$ cat src/rtl/muldiv_unit.sv
// Iterative unsigned 32-bit MUL/MULHU/DIVU/REMU feeding the register file write port.
// 33 cycles from accept to write-back (1 when dividing by zero); start is ignored while busy.
module muldiv_unit (
  input  logic        clock,
  input  logic        reset,
  input  logic        start,
  input  logic [1:0]  op,
  input  logic [31:0] src0,
  input  logic [31:0] src1,
  input  logic [4:0]  dest,
  output logic        busy,
  output logic        done,
  output logic        we,
  output logic [4:0]  wa,
  output logic [31:0] wd
);

  typedef enum logic [1:0] {
    S_IDLE = 2'd0,
    S_RUN  = 2'd1,
    S_DONE = 2'd2
  } state_t;

  localparam logic [1:0] OP_MUL   = 2'b00;
  localparam logic [1:0] OP_MULHU = 2'b01;
  localparam logic [1:0] OP_DIVU  = 2'b10;
  localparam logic [1:0] OP_REMU  = 2'b11;

  state_t      state_q, state_d;
  logic [1:0]  op_q;
  logic [4:0]  dest_q;
  logic [5:0]  cnt_q;
  logic [31:0] a_q;
  logic [63:0] acc_q;
  logic [32:0] rem_q;
  logic [31:0] quo_q;

  logic        div_zero;
  logic        last_iter;
  logic [32:0] mul_sum;
  logic [63:0] acc_nxt;
  logic [32:0] rem_shift;
  logic [33:0] rem_diff;
  logic [32:0] rem_nxt;
  logic [31:0] quo_nxt;
  logic [31:0] result_nxt;

  assign div_zero  = op[1] && (src1 == 32'd0);
  assign last_iter = (cnt_q == 6'd31);

  // a_q is the multiplicand for MUL/MULHU and the divisor for DIVU/REMU.
  always_comb begin
    mul_sum    = {1'b0, acc_q[63:32]} + (acc_q[0] ? {1'b0, a_q} : 33'd0);
    acc_nxt    = {mul_sum, acc_q[31:1]};
    rem_shift  = {rem_q[31:0], quo_q[31]};
    rem_diff   = {1'b0, rem_shift} - {2'b00, a_q};
    rem_nxt    = rem_diff[33] ? rem_shift : rem_diff[32:0];
    quo_nxt    = {quo_q[30:0], ~rem_diff[33]};
    result_nxt = acc_nxt[31:0];
    case (op_q)
      OP_MUL:   result_nxt = acc_nxt[31:0];
      OP_MULHU: result_nxt = acc_nxt[63:32];
      OP_DIVU:  result_nxt = quo_nxt;
      OP_REMU:  result_nxt = rem_nxt[31:0];
      default:  result_nxt = acc_nxt[31:0];
    endcase
  end

  always_ff @(posedge clock or negedge reset) begin
    if (!reset) state_q <= S_IDLE;
    else        state_q <= state_d;
  end

  always_comb begin
    state_d = state_q;
    busy    = 1'b0;
    done    = 1'b0;
    we      = 1'b0;
    case (state_q)
      S_IDLE: begin
        if (start) state_d = div_zero ? S_DONE : S_RUN;
      end
      S_RUN: begin
        busy = 1'b1;
        if (last_iter) state_d = S_DONE;
      end
      S_DONE: begin
        busy    = 1'b1;
        done    = 1'b1;
        we      = 1'b1;
        state_d = S_IDLE;
      end
      default: state_d = S_IDLE;
    endcase
  end

  always_ff @(posedge clock or negedge reset) begin
    if (!reset) begin
      op_q   <= 2'd0;
      dest_q <= 5'd0;
      cnt_q  <= 6'd0;
      a_q    <= 32'd0;
      acc_q  <= 64'd0;
      rem_q  <= 33'd0;
      quo_q  <= 32'd0;
      wa     <= 5'd0;
      wd     <= 32'd0;
    end else begin
      case (state_q)
        S_IDLE: begin
          if (start) begin
            op_q   <= op;
            dest_q <= dest;
            cnt_q  <= 6'd0;
            a_q    <= op[1] ? src1 : src0;
            acc_q  <= {32'd0, src1};
            rem_q  <= 33'd0;
            quo_q  <= src0;
            // Divide by zero skips RUN, so the write-back is staged here.
            if (div_zero) begin
              wa <= dest;
              wd <= op[0] ? src0 : 32'hFFFF_FFFF;
            end
          end
        end
        S_RUN: begin
          cnt_q <= cnt_q + 6'd1;
          acc_q <= acc_nxt;
          rem_q <= rem_nxt;
          quo_q <= quo_nxt;
          if (last_iter) begin
            wa <= dest_q;
            wd <= result_nxt;
          end
        end
        default: ;
      endcase
    end
  end

endmodule
$ cat config.mk
export PLATFORM = sky130hd
export DESIGN_NAME = muldiv_unit
export DESIGN_NICKNAME = d
export VERILOG_FILES = /design/src/rtl/muldiv_unit.sv
export SDC_FILE = /design/constraint.sdc
export NUM_CORES = 1
export LEC_CHECK = 0
export ABC_AREA = 1
export CAP_MARGIN = 10
export CORE_MARGIN = 2
export CORE_UTILIZATION = 65
export CTS_BUF_LIST = sky130_fd_sc_hd__clkbuf_8 sky130_fd_sc_hd__clkbuf_16
export DETAILED_ROUTE_END_ITERATION = 10
export PLACE_DENSITY = 0.86
export SLEW_MARGIN = 20
export SYNTH_ARGS = -nofsm -noshare
export SYNTH_HDL_FRONTEND = slang
export SYNTH_SLANG_ARGS = --single-unit
export TNS_END_PERCENT = 50
$ cat constraint.sdc
create_clock -name clock -period 5.7 [get_ports clock]
set_input_delay 1.14 -clock clock [delete_from_list [all_inputs] [get_ports clock]]
set_output_delay 1.14 -clock clock [all_outputs]
set_load 0.01 [all_outputs]
Yosys cells after proc, flatten, opt, wreduce, memory -nomap -nowiden
Index checks and enable logic that the tools add are counted.
{"block": "op_classes", "div_mod_pow": 0, "mul": 0, "n_mux": 27, "magnitude_cmp": 0, "n_shift": 0, "add_sub_neg": 3, "bitwise_logic": 1, "n_eq_ne": 9, "n_reduce_logical": 10}
{"op": "two-way mux 32 bit", "n": 9}
{"op": "one-hot mux 32 bit (2 select lines)", "n": 3}
{"op": "one-hot mux 32 bit (4 select lines)", "n": 1}
{"op": "one-hot mux 64 bit (2 select lines)", "n": 1}
{"op": "two-way mux 64 bit", "n": 1}
{"op": "subtractor 33 x 32 -> 34 bit", "n": 1}
{"op": "adder 32 x 32 -> 33 bit", "n": 1}
{"op": "logical NOT 32 bit", "n": 1}
{"op": "two-way mux 5 bit", "n": 3}
{"op": "one-hot mux 6 bit (2 select lines)", "n": 1}
{"op": "one-hot mux 5 bit (2 select lines)", "n": 1}
{"op": "adder 6 x 1 -> 6 bit, second input constant", "n": 1}
{"op": "== test 2 bit, second input constant", "n": 3}
{"op": "== test 6 x 5 -> 1 bit, second input constant", "n": 1}
{"op": "two-way mux 2 bit", "n": 3}
{"op": "two-way mux 6 bit", "n": 1}
{"op": "!= test 2 bit, second input constant", "n": 3}
{"op": "AND reduction 2 bit", "n": 3}
{"op": "== test 2 x 1 -> 1 bit, second input constant", "n": 2}
{"op": "logical NOT 2 bit", "n": 2}
{"op": "one-hot mux 2 bit (2 select lines)", "n": 1}
{"op": "AND reduction 4 bit", "n": 1}
{"op": "two-way mux 1 bit", "n": 2}
{"op": "nonzero test 2 bit", "n": 1}
{"op": "other kinds (3)", "n": 3}
{"block": "totals", "wordCells": 60, "in_bits": 74, "register_bits": 212, "n_memories": 0, "latch_bits": 0, "out_inout_bits": 40, "ram_bits": 0, "romBits": 0}

Longest topological paths before layout
Gate-level depths: netlist of run 1.
{"block": "logic_depth", "word_depth": 5, "ltp_mapped": 23, "mapped_depth_nobuf": 21}

Least setup slack after synthesis of run 1
No wires, ideal clock.
{"block": "synth_path", "path_type": "register to register", "from": "register acc_q[0]", "to": "register wd[29]", "path_stages_with_launch": 24, "n_path_buf": 2, "required_ns": 5.580, "period_less_slack_ns": 2.647, "setup_time_ns": 0.120, "slack_ns": 3.053, "t_arrival_ns": 2.527, "path_cell_list": "dfrtp_1 > clkbuf_1 > clkbuf_1 > nand2_1 > inv_1 > ha_1 > inv_1 > fa_1 > inv_1 > nand3_1 > nand2_1 > nand2_1 > nand2_1 > nand3_1 > nand2_1 > nand2_1 > nand2_1 > nand2_1 > nand3_1 > nand2_1 > inv_1 > nand2_1 > nand2_1 > a21oi_2"}
{"block": "synth_via", "elab_chain_len": 5}
{"item": "from (decl)", "line_no": "34", "text": "logic [63:0] acc_q;"}
{"item": "from (signal assigned)", "line_no": "116", "text": "acc_q <= {32'd0, src1};"}
{"item": "from (signal assigned)", "line_no": "128", "text": "acc_q <= acc_nxt;"}
{"item": "two-way mux 32 bit", "line_no": "53", "text": "mul_sum = {1'b0, acc_q[63:32]} + (acc_q[0] ? {1'b0, a_q} : 33'd0);"}
{"item": "adder 32 x 32 -> 33 bit", "line_no": "53"}
{"item": "one-hot mux 32 bit (4 select lines)", "line_no": "60", "text": "case (op_q)"}
{"item": "two-way mux 32 bit", "line_no": "131", "text": "if (last_iter) begin"}
{"item": "one-hot mux 32 bit (2 select lines)", "line_no": "109", "text": "case (state_q)"}
{"item": "to (signal assigned)", "line_no": "122", "text": "wd <= op[0] ? src0 : 32'hFFFF_FFFF;"}
{"item": "to (signal assigned)", "line_no": "133", "text": "wd <= result_nxt;"}
{"item": "to (decl)", "line_no": "15", "text": "output logic [31:0] wd"}
No other way between the ends. The select of a mux whose other input is x is not followed.
A chain may end at the register's enable or synchronous reset.

Final worst setup path of run 1
{"block": "layout_path", "from": "input port op[1]", "to": "register wd[6]"}
{"block": "layout_via", "elab_chain_len": 3}
{"item": "from (decl)", "line_no": "7", "text": "input logic [1:0] op,"}
{"item": "logical AND 1 bit", "line_no": "48", "text": "assign div_zero = op[1] && (src1 == 32'd0);"}
{"item": "!= test 2 bit (no line)"}
{"item": "AND reduction 4 bit (no line)"}
No other way between the ends.

==> out/metrics.csv, run 1 <==
stage,metric,value,unit
clock_tree,Skew-Pair Late Insertion Delay,0.56,ns
place,Place WS,1.77,ns
timing,Tmin final,3.44,ns
place,routability cong.,1.02,
yosys,synth top area cells,"dfrtp_1 34%, nand2_1 15%, inv_1 8.4%, o21ai_0 6.4%, a21oi_1 6.1%",
route,Starting DRT DRC Count,2422,
clock_tree,CTS Sinks,212,
timing,Max Freq,291,MHz
floorplan,Die H,158,um
critical_path,WS Path Type,input port to flop,
power,Power Total,0.0129,W
timing,Slew HR,22.0,%
clock_tree,CTS tree,yes,
yosys,Synth Net Count,2447,
global_route,first-pass GRT wire length,83300,um
place,HPWL reported at the end of detailed placement,39800,um
timing,clock skew,0.0113,ns
final_layout,Ant. Diodes,0,
yosys,"Seq/Total Area, Yosys",34.4,%
floorplan,Initial Utilization,65.9,%
global_route,vias in the first global route,15300,
critical_path,startpoint types,input port,
yosys,largest area contributor in the netlist,dfrtp_1,
route,drt first pass iters,6,
power,leakage power,8.88,nW
critical_path,reg2reg start,acc_q[0],
floorplan,CORE AREA,23400,um2
critical_path,largest fanout on the critical path,63,
worst_hold_path,Min-Delay Path Depth,2,
yosys,top cell type's share of synthesized area,34.4,%
final_layout,Fillers,1877,
clock_tree,post_cts resized,0,
timing,setup TNS,0,ns
yosys,synthesized cell area,15400,um2
route,WL/cell,20.2,um
critical_path,critical path arrival,3.91,ns
yosys,Post-synth EDFFs,0,
place,I/O Buffers,113,
global_route,GRT overflow,0,
clock_tree,post-CTS setup buffer count,0,
clock_tree,# hold bufs at CTS,0,
route,Detail Route Antenna Nets,0,
yosys,"flops & latches, synth",212,
critical_path,R2R cell count,18,
floorplan,area of the die,25000,um2
final_layout,most frequent cells in the layout,"614 x nand2_1, 346 x inv_1, 212 x dfrtp_1",
critical_path,reg2reg end,wd[29],
clock_tree,cts bufs inserted,24,
worst_hold_path,hold endpoint,dest_q[2],
timing,PnR worst setup slack,2.26,ns
timing,"Hold Violations, Final",0,
yosys,ys flop type,dfrtp_1,
yosys,Synth cell types,47,
critical_path,Worst Path Required,6.17,ns
worst_hold_path,Hold Startpoint,dest_q[2],
route,"wirelength, routed",54300,um
timing,worst slew pin tran,1.17,ns
power,Pwr per Cell Area,739,nW/um2
worst_hold_path,Hold Path Class,flop to flop,
flow_run,number of max-cap violations,0,
power,Peak VDD IR,0.000683,V
final_layout,share of layout cells above drive strength 1,4.42,%
timing,period utilization,60.4,%
timing,Setup Viol. Count Final,0,
final_layout,# nets final,2500,
global_route,pin count of the biggest net entering global routing,125,
clock_tree,htree depth,1,
final_layout,P&R area growth vs syn,13.3,%
critical_path,"setup slack, reg-to-reg",2.33,ns
floorplan,Core Rows,56,
route,total number of vias,16600,
route,drt via density,6.16,
global_route,gr usage total,43.2,%
timing,unrepaired setup endpoints after global routing,no,
yosys,"Avg Cell Area, Syn",6.70,um2
run_status,status,"complete, no violations",
floorplan,I/O pins,114,
route,Remaining DRCs,0,
timing,Max Slew Vio Count,0,
global_route,initial antenna violation count,3,
critical_path,critical path capture point type,flop,
clock_tree,"CTS clk-pin slew, worst paths",0.06,ns
yosys,Post-Syn Instances,2303,
yosys,synthesis warning total,0,
final_layout,"most common cell after layout, fill and taps aside",nand2_1,
floorplan,die width,158,um
clock_tree,Max Root-Sink Buffers,3,
yosys,asr flop ratio synth,100,%
clock_tree,CTS root buffer,clkbuf_16,
cell usage after synthesis, types with 8 or more instances:
master	number
o21ai_0	196
o211ai_1	48
ha_1	68
a32o_1	25
a31oi_1	23
nand3_1	116
o21bai_1	16
nand2_1	614
buf_1	13
nor4_1	8
dfrtp_1	212
xnor2_1	18
xor2_1	10
clkbuf_1	72
nand4_1	14
nor2_1	186
nand2_2	15
a21oi_2	11
inv_1	344
inv_2	9
a22o_1	8
o21ai_1	20
nor3_1	18
a21oi_1	189
cell families (layout without fill, tap and decap cells):
logic type	count (synthesis)	after routing	synth area share, %
compound gates	543	543	20.2
fa+ha+maj	70	70	5.77
buf+inv	453	524	11.4
simple gates	997	997	26.7
flops	212	212	34.4
xor+xnor	28	28	1.59
metal layers:
layer	vias to the layer above	GRT usage, %	routed length (um)
li1	7590	-	-
met1	7673	58.3	21100
met2	1121	65.6	23500
met3	197	11.4	6910
met4	2	19.1	2790
met5	-	0	11
how the worst max path moves through the flow:
stage                     depth (start not counted)         to      from
after floorplan                                  23     wd[29]  acc_q[0]
after global placement                            7  acc_q[45]     start
after detailed placement                         11     wd[12]     op[1]
after CTS                                        11      wd[6]     op[1]
after global routing                             11      wd[6]     op[1]
final                                            11      wd[6]     op[1]
sequential cells by signal, indices dropped and copies added, names as in the netlist:
register  cells
acc_q        64
a_q          32
quo_q        32
rem_q        32
wd           32
cnt_q         6
dest_q        5
wa            5
op_q          2
state_q       2
stage by stage:
stage	instance area, um2	hold WS, ns	utilization, %	cells
global placement	16700	0.467	71.3	2649
global route	17500	0.505	74.7	2693
finish	17500	0.485	74.7	2693
CTS	17500	0.492	74.7	2693
detailed placement	16700	0.468	71.3	2649
floorplan	15400	0.453	-	2303
area by class of cell:
cell class	instances	area, um2	share of cell area (%)
multi-input combinational	1638	8400	48.0
clock buffer	26	628	3.59
tap	319	399	2.28
inverter	355	1340	7.66
clock inverter	18	175	1.00
sequential	212	5310	30.3
timing repair buffer	125	1240	7.08
critical path, stage by stage:
cell,delay [ns]
clkdlybuf4s50_1,0.54
inv_2,0.38
nor2_1,0.20
inv_1,0.09
nor4_1,0.30
nand3_1,0.18
nand2_1,0.12
nand2_1,0.10
inv_2,0.57
nor2_1,0.09
a21oi_1,0.18
where the power goes:
group / leakage [nW] / internal [W] / switching, W / total (W)
combinational: 5.91 / 0.00275 / 0.00581 / 0.00855
clock: 0.403 / 0.000895 / 0.000709 / 0.00160
sequential: 2.57 / 0.00225 / 0.000512 / 0.00277
Power figures use the tool's default switching activity.
==> run 2: changes to the inputs <==
- CORE_UTILIZATION: 65 -> 60
- PLACE_DENSITY: 0.86 -> 0.8
- clock period: 5.7 -> 3.2 ns (I/O delays scaled with it)
==> run 2 against run 1 <==
Wire length increased by 5.4%. Global-route usage decreased by 0.82 points. Cell count increased by 1.2%. Critical path type is now flop to flop. Largest cell class unchanged. Largest power group unchanged.
==> out/metrics.csv, run 2 (same netlist as run 1, synthesis figures left out) <==
stage,metric,value,unit
clock_tree,post-CTS setup buffer count,0,
flow_run,number of max-cap violations,0,
floorplan,die width,164,um
place,Place WS,0.204,ns
critical_path,CP cell instances,inv_1 -> ha_1 -> a21oi_1 -> o21ai_1 -> nand2_1 -> nand2_1 -> a21oi_2 -> nand2_8 -> inv_4 -> nand2_1 -> nand3_1 -> nand3_1 -> nand2_1 -> a21oi_1,
critical_path,CP top delay family,simple AND/OR/NAND/NOR gates,
critical_path,crit path to,wd[31],
critical_path,largest fanout on the critical path,17,
critical_path,slowest cell on the critical path,dfrtp_1,
place,I/O Buffers,113,
global_route,first-pass GRT wire length,87900,um
critical_path,WP buf/inv,2,
floorplan,I/O pins,114,
floorplan,Core Rows,58,
route,WL/cell,21.0,um
timing,setup TNS,0,ns
floorplan,Die H,164,um
timing,"Hold Violations, Final",0,
final_layout,post-route insts no fill,2726,
final_layout,P&R area growth vs syn,15.9,%
clock_tree,cts bufs inserted,25,
final_layout,share of layout cells above drive strength 1,5.34,%
timing,clock skew,0.0107,ns
power,leakage power,9.08,nW
timing,Max Slew Vio Count,0,
clock_tree,Skew-Pair Late Insertion Delay,0.53,ns
timing,period utilization,97.0,%
place,routability cong.,1.06,
clock_tree,CTS Sinks,212,
route,Remaining DRCs,0,
global_route,GRT overflow,0,
worst_hold_path,Hold Path Class,input port to asynchronous set/reset pin,
timing,Slew HR,39.7,%
final_layout,Top reg by flops,acc_q,
route,total number of vias,16700,
floorplan,Initial Utilization,61.3,%
timing,PnR worst setup slack,0.0963,ns
global_route,pin count of the biggest net entering global routing,117,
critical_path,WS Path Type,flop to flop,
final_layout,most frequent cells in the layout,"613 x nand2_1, 345 x inv_1, 212 x dfrtp_1",
critical_path,Most Frequent Cell on Critical Path,nand2_1,
critical_path,"slowest stage delay, CP",0.52,ns
route,Detail Route Antenna Nets,0,
place,HPWL reported at the end of detailed placement,42600,um
final_layout,max FFs per register,64,
power,Peak VDD IR,0.000919,V
route,drt first pass iters,8,
floorplan,CORE AREA,25200,um2
run_status,status,"complete, no violations",
critical_path,Worst Path Required,3.61,ns
clock_tree,htree depth,1,
critical_path,startpoint types,flop,
critical_path,R2R cell count,14,
critical_path,Crit. Startpoint,a_q[26],
timing,worst slew pin tran,0.904,ns
final_layout,"most common cell after layout, fill and taps aside",nand2_1,
global_route,gr usage total,42.4,%
place,Post-Place Cells,2680,
power,Pwr per Cell Area,1350,nW/um2
critical_path,critical path capture point type,flop,
clock_tree,CTS root buffer,clkbuf_16,
critical_path,WP depth,14,
route,Starting DRT DRC Count,2289,
final_layout,# nets final,2521,
timing,Tmin final,3.10,ns
global_route,vias in the first global route,15900,
clock_tree,"CTS clk-pin slew, worst paths",0.06,ns
critical_path,reg2reg end,wd[31],
timing,Max Freq,322,MHz
timing,Setup Viol. Count Final,0,
critical_path,reg2reg start,a_q[26],
clock_tree,CTS tree,yes,
final_layout,Fillers,2119,
floorplan,area of the die,27000,um2
critical_path,"setup slack, reg-to-reg",0.1,ns
critical_path,critical path arrival,3.52,ns
route,"wirelength, routed",57200,um
timing,unrepaired setup endpoints after global routing,no,
route,drt via density,6.13,
global_route,initial antenna violation count,3,
clock_tree,Max Root-Sink Buffers,3,
[run 2: cell count changes in the layout (fill, tap and decap cells not counted), sizes merged]
cell      change
bufinv        +5
clkinvlp      -3
diode         +1
clkbuf        +2
clkinv        -4
inv           +1
buf          +20
[run 2: repair_timing]
action / 4_1_cts / 5_1_grt
endpoints found under the hold margin: 0 / 0
hold buffers: 0 / 0
setup endpoints to repair: 0 / 3
resized for setup: 0 / 2
[run 2: how the worst min path moves through the flow]
| stage | startpoint | endpoint | depth (start not counted) |
|---|---|---|---|
| after global placement | dest_q[1] | dest_q[1] | 2 |
| final | reset | acc_q[51] | 1 |
| after global routing | reset | acc_q[52] | 1 |
| after floorplan | reset | a_q[0] | 0 |
| after CTS | reset | acc_q[52] | 1 |
| after detailed placement | wa[0] | wa[0] | 2 |
[run 2: report_power, final]
| part | leakage (nW) | internal (W) | switching (W) | total (W) |
|---|---|---|---|---|
| clock | 0.475 | 0.00206 | 0.00123 | 0.00330 |
| combinational | 6.04 | 0.00518 | 0.0106 | 0.0158 |
| sequential | 2.57 | 0.00401 | 0.000980 | 0.00499 |
[run 2: metrics by stage]
stage	util (%)	power [W]	hold WS [ns]	instance area (um2)
final	71.0	0.0241	0.105	17900
after global routing	71.0	0.0257	0.183	17900
after CTS	71.0	0.0235	0.172	17900
after detailed placement	67.2	0.0200	0.464	16900
after global placement	67.2	0.0197	0.467	16900
after floorplan	-	0.0152	0.344	15400
[run 2: area by class of cell]
type / count / area [um2] / area share [%]
well taps: 330 / 413 / 2.31
clock inverters: 17 / 270 / 1.51
flip-flops and latches: 212 / 5310 / 29.7
diodes: 1 / 2.50 / 0.0140
multi-input cells: 1638 / 8410 / 47.0
clock buffers: 28 / 667 / 3.73
repair buffers: 145 / 1480 / 8.26
inverters: 355 / 1340 / 7.48
[run 2: layer usage]
| metal | vias to the layer above | global-route usage [%] | part of all wire (%) |
|---|---|---|---|
| met2 | 1068 | 65.0 | 44 |
| met1 | 7837 | 58.0 | 40 |
| li1 | 7633 | - | - |
| met3 | 162 | 9.72 | 12 |
| met5 | - | 0 | 0.038 |
| met4 | 4 | 17.2 | 4.4 |
==> run 3: changes to the inputs <==
- ABC_CLOCK_PERIOD_IN_PS: not set -> 3200
- SLEW_MARGIN: 20 -> 40
==> run 3 against run 2 <==
Hold slack improved by 0.0089 ns. Largest cell class unchanged. Combinational power barely moved. Critical endpoint unchanged. Clock power about the same. Sequential power about the same. Register-to-register slack about the same. Largest power group unchanged.
==> out/metrics.csv, run 3 (same netlist as run 1, synthesis figures left out) <==
stage,metric,value,unit
power,Peak VDD IR,0.000919,V
power,Power Total,0.0241,W
critical_path,WP buf/inv,2,
timing,Max Freq,324,MHz
floorplan,Initial Utilization,61.3,%
power,Logic pwr share,65.6,%
global_route,pin count of the biggest net entering global routing,117,
timing,worst slew pin tran,0.762,ns
critical_path,largest fanout on the critical path,17,
place,placed cell area,16900,um2
timing,clock skew,0.00966,ns
floorplan,die width,164,um
critical_path,CP top delay family,simple AND/OR/NAND/NOR gates,
critical_path,critical path capture point type,flop,
power,leakage power,9.07,nW
critical_path,CP cell instances,inv_1 -> ha_1 -> a21oi_1 -> o21ai_1 -> nand2_1 -> nand2_1 -> a21oi_2 -> nand2_8 -> inv_4 -> nand2_1 -> nand3_1 -> nand3_1 -> nand2_1 -> a21oi_1,
power,register share of total power,20.8,%
critical_path,slowest cell on the critical path,dfrtp_1,
critical_path,"slowest stage delay, CP",0.51,ns
route,drt first pass iters,8,
clock_tree,CTS root buffer,clkbuf_16,
clock_tree,cts bufs inserted,25,
route,Detail Route Antenna Nets,0,
global_route,gr usage total,42.4,%
power,Pwr per Cell Area,1350,nW/um2
timing,Setup Viol. Count Final,0,
timing,Slew HR,48.9,%
clock_tree,post-CTS setup buffer count,0,
clock_tree,"CTS clk-pin slew, worst paths",0.06,ns
global_route,vias in the first global route,15900,
route,drt via density,6.14,
final_layout,post-route insts no fill,2726,
floorplan,CORE AREA,25200,um2
worst_hold_path,Hold Path Class,input port to asynchronous set/reset pin,
timing,period utilization,96.5,%
critical_path,WS Path Type,flop to flop,
place,I/O Buffers,113,
final_layout,fin area,17900,um2
global_route,GRT overflow,0,
clock_tree,Skew-Pair Late Insertion Delay,0.53,ns
final_layout,# nets final,2521,
place,routability cong.,1.06,
floorplan,area of the die,27000,um2
clock_tree,Max Root-Sink Buffers,3,
critical_path,startpoint types,flop,
critical_path,Most Frequent Cell on Critical Path,nand2_1,
global_route,first-pass GRT wire length,87900,um
clock_tree,CTS Sinks,212,
critical_path,critical path arrival,3.50,ns
power,switching power,0.0128,W
route,WL/cell,21.0,um
route,Remaining DRCs,0,
final_layout,"most common cell after layout, fill and taps aside",nand2_1,
final_layout,most frequent cells in the layout,"613 x nand2_1, 344 x inv_1, 212 x dfrtp_1",
power,Internal Pwr Total,0.0113,W
final_layout,max FFs per register,64,
timing,setup TNS,0,ns
floorplan,Core Rows,58,
final_layout,share of layout cells above drive strength 1,5.34,%
flow_run,number of max-cap violations,0,
final_layout,Top reg by flops,acc_q,
route,"wirelength, routed",57200,um
floorplan,I/O pins,114,
critical_path,Worst Path Required,3.61,ns
global_route,initial antenna violation count,3,
final_layout,P&R area growth vs syn,15.9,%
route,Starting DRT DRC Count,2232,
power,sw frac,53.2,%
power,Clk pwr share,13.7,%
timing,"Hold Violations, Final",0,
timing,Tmin final,3.09,ns
place,Post-Place Cells,2680,
clock_tree,# hold bufs at CTS,0,
place,HPWL reported at the end of detailed placement,42600,um
clock_tree,post_cts resized,0,
timing,unrepaired setup endpoints after global routing,no,
run_status,status,"complete, no violations",
clock_tree,htree depth,1,
timing,Max Slew Vio Count,0,
floorplan,Die H,164,um
route,total number of vias,16700,
clock_tree,CTS tree,yes,
run 3: changes by cell type in the layout (fill, tap and decap cells not counted):
cell,change
clkinv_1,+1
inv_1,-1
run 3: power by group through the flow:
| stage | Clock [W] | Combinational [W] | Sequential, W |
|---|---|---|---|
| 2_1_floorplan | 0 | 0.0105 | 0.00467 |
| 3_3_place_gp | 0 | 0.0148 | 0.00492 |
| 3_5_place_dp | 0 | 0.0151 | 0.00494 |
| 4_1_cts | 0.00328 | 0.0153 | 0.00493 |
| 5_1_grt | 0.00338 | 0.0172 | 0.00507 |
| 6_report | 0.00329 | 0.0158 | 0.00499 |
run 3: per-layer routing:
metal | part of all wire, % | vias up | track usage [%]
met5 | 0.038 | - | 0
met4 | 4.5 | 4 | 17.2
met3 | 12 | 168 | 9.72
met2 | 44 | 1099 | 65.0
met1 | 40 | 7839 | 58.0
li1 | - | 7639 | -
run 3: worst paths after layout:
check / start / to / slack (ns) / cells after the start
worst max-delay path: a_q[26] / wd[31] / 0.11 / 14
worst min-delay path: reset / acc_q[51] / 0.11 / 1
worst max register to register: a_q[26] / wd[31] / 0.11 / 14
worst min register to register: wa[0] / wa[0] / 0.49 / 2
max in group asynchronous: reset / a_q[14] / 2.30 / 2
min in group clock: wa[0] / wa[0] / 0.49 / 2
run 3: per-stage QoR:
stage | setup slack, ns | utilization, % | hold WS, ns
after global placement | 0.316 | 67.2 | 0.467
after CTS | 0.243 | 71.0 | 0.172
final | 0.110 | 71.0 | 0.114
after global routing | 0.0165 | 71.0 | 0.183
after floorplan | 0.553 | - | 0.344
after detailed placement | 0.204 | 67.2 | 0.464
run 3: final cells by class:
class / count / area (um2)
multi-input cells: 1638 / 8410
fillers: 2119 / 7300
flip-flops and latches: 212 / 5310
repair buffers: 145 / 1480
inverters: 355 / 1340
clock buffers: 28 / 667
well taps: 330 / 413
clock inverters: 17 / 270
diodes: 1 / 2.50
run 3: worst register-to-register path: stages (launching register included):
cell	delay [ns]
dfrtp_1	0.51
inv_1	0.12
ha_1	0.39
a21oi_1	0.32
o21ai_1	0.14
nand2_1	0.09
nand2_1	0.06
a21oi_2	0.22
nand2_8	0.15
inv_4	0.28
nand2_1	0.12
nand3_1	0.13
nand3_1	0.21
nand2_1	0.16
a21oi_1	0.07
